<file path="config.mk">
export PLATFORM = sky130hd
export DESIGN_NAME = timer_counter
export DESIGN_NICKNAME = d
export VERILOG_FILES = /design/src/rtl/timer_counter.sv
export SDC_FILE = /design/constraint.sdc
export NUM_CORES = 1
export LEC_CHECK = 0
export CAP_MARGIN = 20
export CORE_UTILIZATION = 51
export DETAILED_ROUTE_END_ITERATION = 6
export GPL_TIMING_DRIVEN = 0
export PLACE_DENSITY = 0.81
export REMOVE_ABC_BUFFERS = 1
export SLEW_MARGIN = 20
export SYNTH_ARGS = -nofsm -noshare
export SYNTH_HDL_FRONTEND = slang
export SYNTH_SLANG_ARGS = --single-unit
</file>
<file path="constraint.sdc">
create_clock -name clk -period 3.06 [get_ports clk]
set_clock_uncertainty 0.1 [all_clocks]
set_input_delay 0.306 -clock clk [delete_from_list [all_inputs] [get_ports clk]]
set_output_delay 0.306 -clock clk [all_outputs]
set_load 0.01 [all_outputs]
</file>
<file path="src/rtl/timer_counter.sv">
// Memory-mapped down-counting timer with CTRL/PRESET/COUNT registers and a level interrupt.
// Define TIMER_MODE1_EN to enable auto-reload (MODE=01); otherwise MODE bits are forced to 00.
module timer_counter #(
  parameter logic [31:0] INIT_PRESET = 32'h0
) (
  input  logic        clk,
  input  logic        reset_n,
  input  logic [31:2] addr,
  input  logic        we,
  input  logic [31:0] writedata,
  output logic [31:0] readdata,
  output logic        irq
);

  typedef enum logic [1:0] {IDLE, LOAD, CNT, INT} state_t;

  state_t      state_reg, state_next;
  logic [3:0]  ctrl_reg, ctrl_next;
  logic [31:0] preset_reg, preset_next;
  logic [31:0] count_reg, count_next;
  logic        int_flag_reg, int_flag_next;

  logic        ctrl_wr;
  logic        preset_wr;
  logic [3:0]  ctrl_wdata;
  logic        en_eff;
  logic        auto_reload;
  logic        unused_addr;

  assign ctrl_wr     = we && (addr[3:2] == 2'd0);
  assign preset_wr   = we && (addr[3:2] == 2'd1);
  assign unused_addr = ^addr[31:4];

`ifdef TIMER_MODE1_EN
  assign ctrl_wdata  = writedata[3:0];
  assign auto_reload = (ctrl_reg[2:1] == 2'b01);
`else
  assign ctrl_wdata  = {writedata[3], 2'b00, writedata[0]};
  assign auto_reload = 1'b0;
`endif

  // A disabling CTRL write takes effect on the edge that commits it, so LOAD/CNT stop at once.
  assign en_eff = ctrl_wr ? ctrl_wdata[0] : ctrl_reg[0];

  always_comb begin
    state_next    = state_reg;
    ctrl_next     = ctrl_reg;
    preset_next   = preset_reg;
    count_next    = count_reg;
    int_flag_next = int_flag_reg;

    if (ctrl_wr || preset_wr) begin
      int_flag_next = 1'b0;
    end

    case (state_reg)
      IDLE: begin
        if (ctrl_reg[0]) begin
          state_next = LOAD;
        end
      end
      LOAD: begin
        if (!en_eff) begin
          state_next = IDLE;
        end else begin
          count_next    = preset_reg;
          int_flag_next = 1'b0;
          state_next    = CNT;
        end
      end
      CNT: begin
        if (!en_eff) begin
          state_next = IDLE;
        end else if (count_reg > 32'd1) begin
          count_next = count_reg - 32'd1;
        end else begin
          count_next    = 32'd0;
          int_flag_next = 1'b1;
          state_next    = INT;
        end
      end
      INT: begin
        // Auto-reload drops the flag here so the pulse lasts exactly one cycle.
        if (auto_reload) begin
          int_flag_next = 1'b0;
          state_next    = LOAD;
        end else begin
          ctrl_next[0] = 1'b0;
          state_next   = IDLE;
        end
      end
      default: state_next = IDLE;
    endcase

    // CPU writes override the FSM's own EN clear.
    if (ctrl_wr) begin
      ctrl_next = ctrl_wdata;
    end
    if (preset_wr) begin
      preset_next = writedata;
    end
  end

  always_ff @(posedge clk or negedge reset_n) begin
    if (!reset_n) begin
      state_reg    <= IDLE;
      ctrl_reg     <= 4'd0;
      preset_reg   <= INIT_PRESET;
      count_reg    <= 32'd0;
      int_flag_reg <= 1'b0;
    end else begin
      state_reg    <= state_next;
      ctrl_reg     <= ctrl_next;
      preset_reg   <= preset_next;
      count_reg    <= count_next;
      int_flag_reg <= int_flag_next;
    end
  end

  always_comb begin
    readdata = 32'd0;
    case (addr[3:2])
      2'd0:    readdata = {28'd0, ctrl_reg};
      2'd1:    readdata = preset_reg;
      2'd2:    readdata = count_reg;
      default: readdata = 32'd0;
    endcase
  end

  assign irq = int_flag_reg & ctrl_reg[3];

endmodule

</file>
## After elaboration in Yosys (flattened, before gate mapping)

Cells that the tools add are included.

| word-level totals | value |
|---|---|
| bits in registers | 69 |
| latch bits | 0 |
| bits in writable memories | 0 |
| bits in read-only memories | 0 |
| memories | 0 |

| cells by class | value |
|---|---|
| add/subtract/negate cells | 1 |
| multipliers | 0 |
| divide/modulo/power cells | 0 |
| magnitude comparators | 1 |
| eq/ne operators | 9 |
| shift operators | 0 |
| muxes and demuxes | 18 |
| bitwise gates (word level) | 1 |
| reduce and logical (&&, ||, !) cells | 9 |

Operators with widths:

| operator | number |
|---|---|
| two-way mux 32 bit | 3 |
| case mux 32 bit (3 select lines) | 1 |
| case mux 32 bit (2 select lines) | 1 |
| > comparator 32 x 1 -> 1 bit, second input constant | 1 |
| subtractor 32 x 1 -> 32 bit, second input constant | 1 |
| two-way mux 2 bit | 4 |
| case mux 2 bit (4 select lines) | 1 |
| two-way mux 1 bit | 7 |
| equality test 2 bit, second input constant | 3 |
| inequality test 2 bit, second input constant | 3 |
| equality test 2 x 1 -> 1 bit, second input constant | 2 |
| zero test 2 bit | 2 |
| nonzero test 2 bit | 2 |
| inequality test 3 bit, second input constant | 1 |
| AND reduction 3 bit | 1 |
| logical AND 1 bit | 2 |
| case mux 1 bit (2 select lines) | 1 |
| AND reduction 2 bit | 1 |
| bitwise AND 1 bit | 1 |
| logical OR 1 bit | 1 |

## Longest topological paths before layout

| logic depth | value |
|---|---|
| depth after elaboration | 7 |
| depth in mapped cells | 10 |
| depth with buffers taken out | 7 |

## Worst setup path before layout

No wires, ideal clock.

| path | value |
|---|---|
| path type | flip-flop to flip-flop |
| start point | register count_reg[17] |
| end point | register count_reg[16] |
| setup time | 0.126 ns |
| data arrival time | 2.383 ns |
| data required time | 2.834 ns |
| slack | 0.451 ns |
| stages on the path, launching flop included | 10 |
| path buffers | 4 |
| clock period less this slack | 2.609 ns |
| cells stage by stage | dfrtp_1 -> buf_6 -> or4_4 -> buf_6 -> or3_4 -> o31ai_4 -> buf_6 -> buf_12 -> a21oi_2 -> a221o_1 |

| on the way | value |
|---|---|
| cells in the longest elaborated chain, start to end | 4 |

Ends and longest elaborated chain:

| item | line | RTL |
|---|---|---|
| start, declared | 20 | `logic [31:0] count_reg, count_next;` |
| start signal, assigned | 115 | `count_reg <= count_next;` |
| > comparator 32 x 1 -> 1 bit | 74 | `end else if (count_reg > 32'd1) begin` |
| two-way mux 32 bit | 74 |  |
| two-way mux 32 bit | 72 | `if (!en_eff) begin` |
| case mux 32 bit (2 select lines) | 56 | `case (state_reg)` |

Every way passes these cells. The select of a mux whose other input is x is not followed.
A chain may end at the register's enable or synchronous reset.

## Worst setup path after layout

| path | value |
|---|---|
| start point | register count_reg[0] |
| end point | register count_reg[24] |

| on the way | value |
|---|---|
| cells in the longest elaborated chain, start to end | 4 |
| elaborated cells between the ends (all ways) | 5 |

Ends and longest elaborated chain:

| item | line |
|---|---|
| subtractor 32 x 1 -> 32 bit / > comparator 32 x 1 -> 1 bit (equally long branches) | 75, 74 |
| two-way mux 32 bit * | 74 |
| two-way mux 32 bit * | 72 |
| case mux 32 bit (2 select lines) * | 56 |

Every way passes the cells marked *; elsewhere a longest branch is shown, timed or not. The select of a mux whose other input is x is not followed.

==> results by group <==
Status
  – Outcome: complete, no violations

Hold path
  – Min-delay worst type: primary input to async pin

Clocking
  – H-tree levels: 3
  – CTS tree: built
  – CTS sink cnt: 69
  – Clk_lat worst skew: approximately 0.35 ns
  – Clock Pin Slew Worst Setup and Hold Paths: 0.07 ns
  – Root buf cell: clkbuf_8
  – Clk buf depth: 2
  – Num CTS Buffers: 9

Detailed routing
  – Detailed Route WL: around 11,000 µm
  – Vias: 3,794
  – Via density per instance: between 6 and 7
  – First drt pass iteration count: 5
  – Routed len/inst: 19.50 µm
  – 1st-iter DRT viols: ~320
  – DRC: 0
  – Post-route ant nets: 0

Timing
  – Fin. Hold Viols: 0
  – Slew Limit Fails: 0
  – Worst slew pin tran: 0.8540 ns
  – Min Tclk post-route: around 2.9 ns
  – WHS: 0.3219 ns
  – Worst Setup Slack, final: approximately 0.13 ns
  – Max Freq: around 340 MHz
  – Fin crit share: a little over nine tenths
  – Setup Viol. Count Final: 0
  – Slew headroom: between 40% and 50%
  – Unrepaired setup endpoints after global routing: no

Die
  – Die W: 92.32 µm
  – Core area: 7807 µm²
  – Row cnt: 32
  – I/O pin count: 98
  – Die area: 8522 µm²
  – Die H: 92.32 µm
  – Initial core utilization: a little over half

Synthesis
  – Post-synthesis instance total: around 410
  – Yosys cell types: 61
  – Syn Area/Cell: 10.07 µm²
  – Register bit count reported by yosys: 69
  – Asr flop ratio synth: between 90% and 100%
  – Post-synth EDFFs: 0
  – Synth area leaders: dfrtp_1, mux2_2, a22o_1, clkbuf_1, ha_1
  – Top cell type's share of synthesized area: 41.50%
  – Synth Warn #: 0
  – Main synth FF type: dfrtp_1
  – Largest area contributor in the netlist: dfrtp_1
  – Synthesized area: approximately 4200 µm²
  – Sequential fraction of the synthesis area: about 42%

Placed design
  – DP Worst Slack: -0.2928 ns
  – Detail Placement HPWL: 7441 µm
  – Port Buf Inserts: slightly below 70
  – Area of placed instances: between 4000 and 5000 µm²
  – Routability cong.: 0.8576

Pwr
  – Pwr Density: 814.5 nW/µm²
  – Pleak: between 2 and 2.5 nW
  – Worst vdd ir: between 0.3 and 0.4 mV
  – Power Total: about 4.3 mW

Critical path
  – Critical path startpoint: count_reg[0]
  – Crit. End Element: register
  – Crit path required time: roughly 3.2 ns
  – Largest stage delay, worst path: 0.55 ns
  – FF-to-FF setup slack: 0.13 ns
  – WS Path Type: register to register
  – Worst Reg2Reg Path Length in Cells: 7
  – Worst R2R Start: count_reg[0]
  – Delay-heaviest family, CP: compound AO/OA/AOI/OAI gates
  – Crit-path max FO: 13
  – Crit path DAT: 3.05 ns
  – R2r endpoint: count_reg[24]
  – Crit-path slowest cell: o31a_1
  – Crit-path cells: inv_1, ha_1, nor2_1, or4_1, o31a_1, nand2_1, o311ai_0
  – Startpoint Class: register
  – Buf+Inv Stages, Crit Path: 1

Global route
  – Vias in the first global route: 3,695
  – Congestion Overflow GR: 0
  – All-Layer GR Usage: between 20 and 30%
  – Global-route wire length before repair: ~19,000 µm
  – Pin count of the biggest net entering global routing: 41
  – Initial antenna violation count: 0

Layout
  – Area delta synth->final: 25.53%
  – Design area: approximately 5200 µm²
  – Most common cell after layout, fill and taps aside: dfrtp_1
  – Final net count: about 540
  – Most frequent cells in the layout: dfrtp_1, clkdlybuf4s50_1, a22o_1, mux2_2, nand2_1
  – Ratio of cells with drive above 1 in the final layout: 17.86%
  – Antenna cells: 0

Job
  – Max-Cap Viols: 0
[routing by layer]
metal	vias to the layer above	GRT usage (%)	wire length, µm	share of wire (%)
met1	1842	37.77	4969	44
met3	25	4.351	763	6.8
met4	0	9.245	213	1.9
met5	-	0	0	0
li1	1732	-	-	-
met2	195	45.62	5327	47
[what timing repair did]
action                                  in CTS  in global routing
hold buffers                                 1                  0
hold endpoints to repair                    29                  0
buffers inserted                             6                  0
endpoints found under the setup margin      27                  0
gates resized for setup                      3                  0
[where the power goes]
part / internal [mW] / leakage (nW) / switching (mW) / total, mW
logic: 0.869 / 1.13 / 0.990 / 1.86
clock network: 0.393 / 0.103 / 0.350 / 0.743
registers: 1.22 / 0.834 / 0.434 / 1.65
[area by class of cell]
type                       instances  area, µm²
tap                              102      127.6
clock inverter                     5      50.05
inverter                          14      52.55
clock buffer                      11      141.4
multi-input combinational        296       2273
sequential                        69       1727
timing repair buffer              81      850.8
fill                             627       2585
[Yosys cell counts (3+ instances only)]
cell type and instances:
a221oi_1 3, nor2b_1 4, nor2_1 20, a22oi_1 11
o21ai_0 11, a22o_1 35, or4_1 7, or2_2 3
ha_1 7, and3_1 5, nand2_1 23, buf_6 3
o31ai_1 5, buf_1 4, dfrtp_1 69, mux2i_1 8
o311ai_0 4, o32a_1 3, a31oi_1 6, nor3_1 9
o41ai_1 4, nand3_1 14, a21oi_1 16, a221o_1 3
mux2_2 35, or4_2 4, a32oi_1 3, clkbuf_1 25
nor4_1 10, inv_1 14, o211ai_1 6
[per-stage QoR]
step | instances | utilization (%) | setup TNS [ns]
global placement | 549 | 61.52 | -222.47
floorplan | 378 | - | -17.50
finish | 578 | 66.89 | 0
CTS | 578 | 66.89 | 0
global route | 578 | 66.89 | 0
detailed placement | 554 | 63.37 | -5.948
[worst max-delay path by stage]
stage	end	depth (start not counted)
after global routing	count_reg[24]	7
after global placement	count_reg[23]	6
after detailed placement	count_reg[23]	8
after CTS	count_reg[24]	7
final	count_reg[24]	7
after floorplan	count_reg[17]	7
[cell families after synthesis]
family	synth area share (%)
buffers and inverters	5.473
AO/OA/AOI/OAI	23.58
AND/OR/NAND/NOR	15.94
flip-flops	41.50
multiplexers	11.40
adder cells (fa/ha/maj)	2.105
No activity file was read; power rests on OpenSTA's default activity.
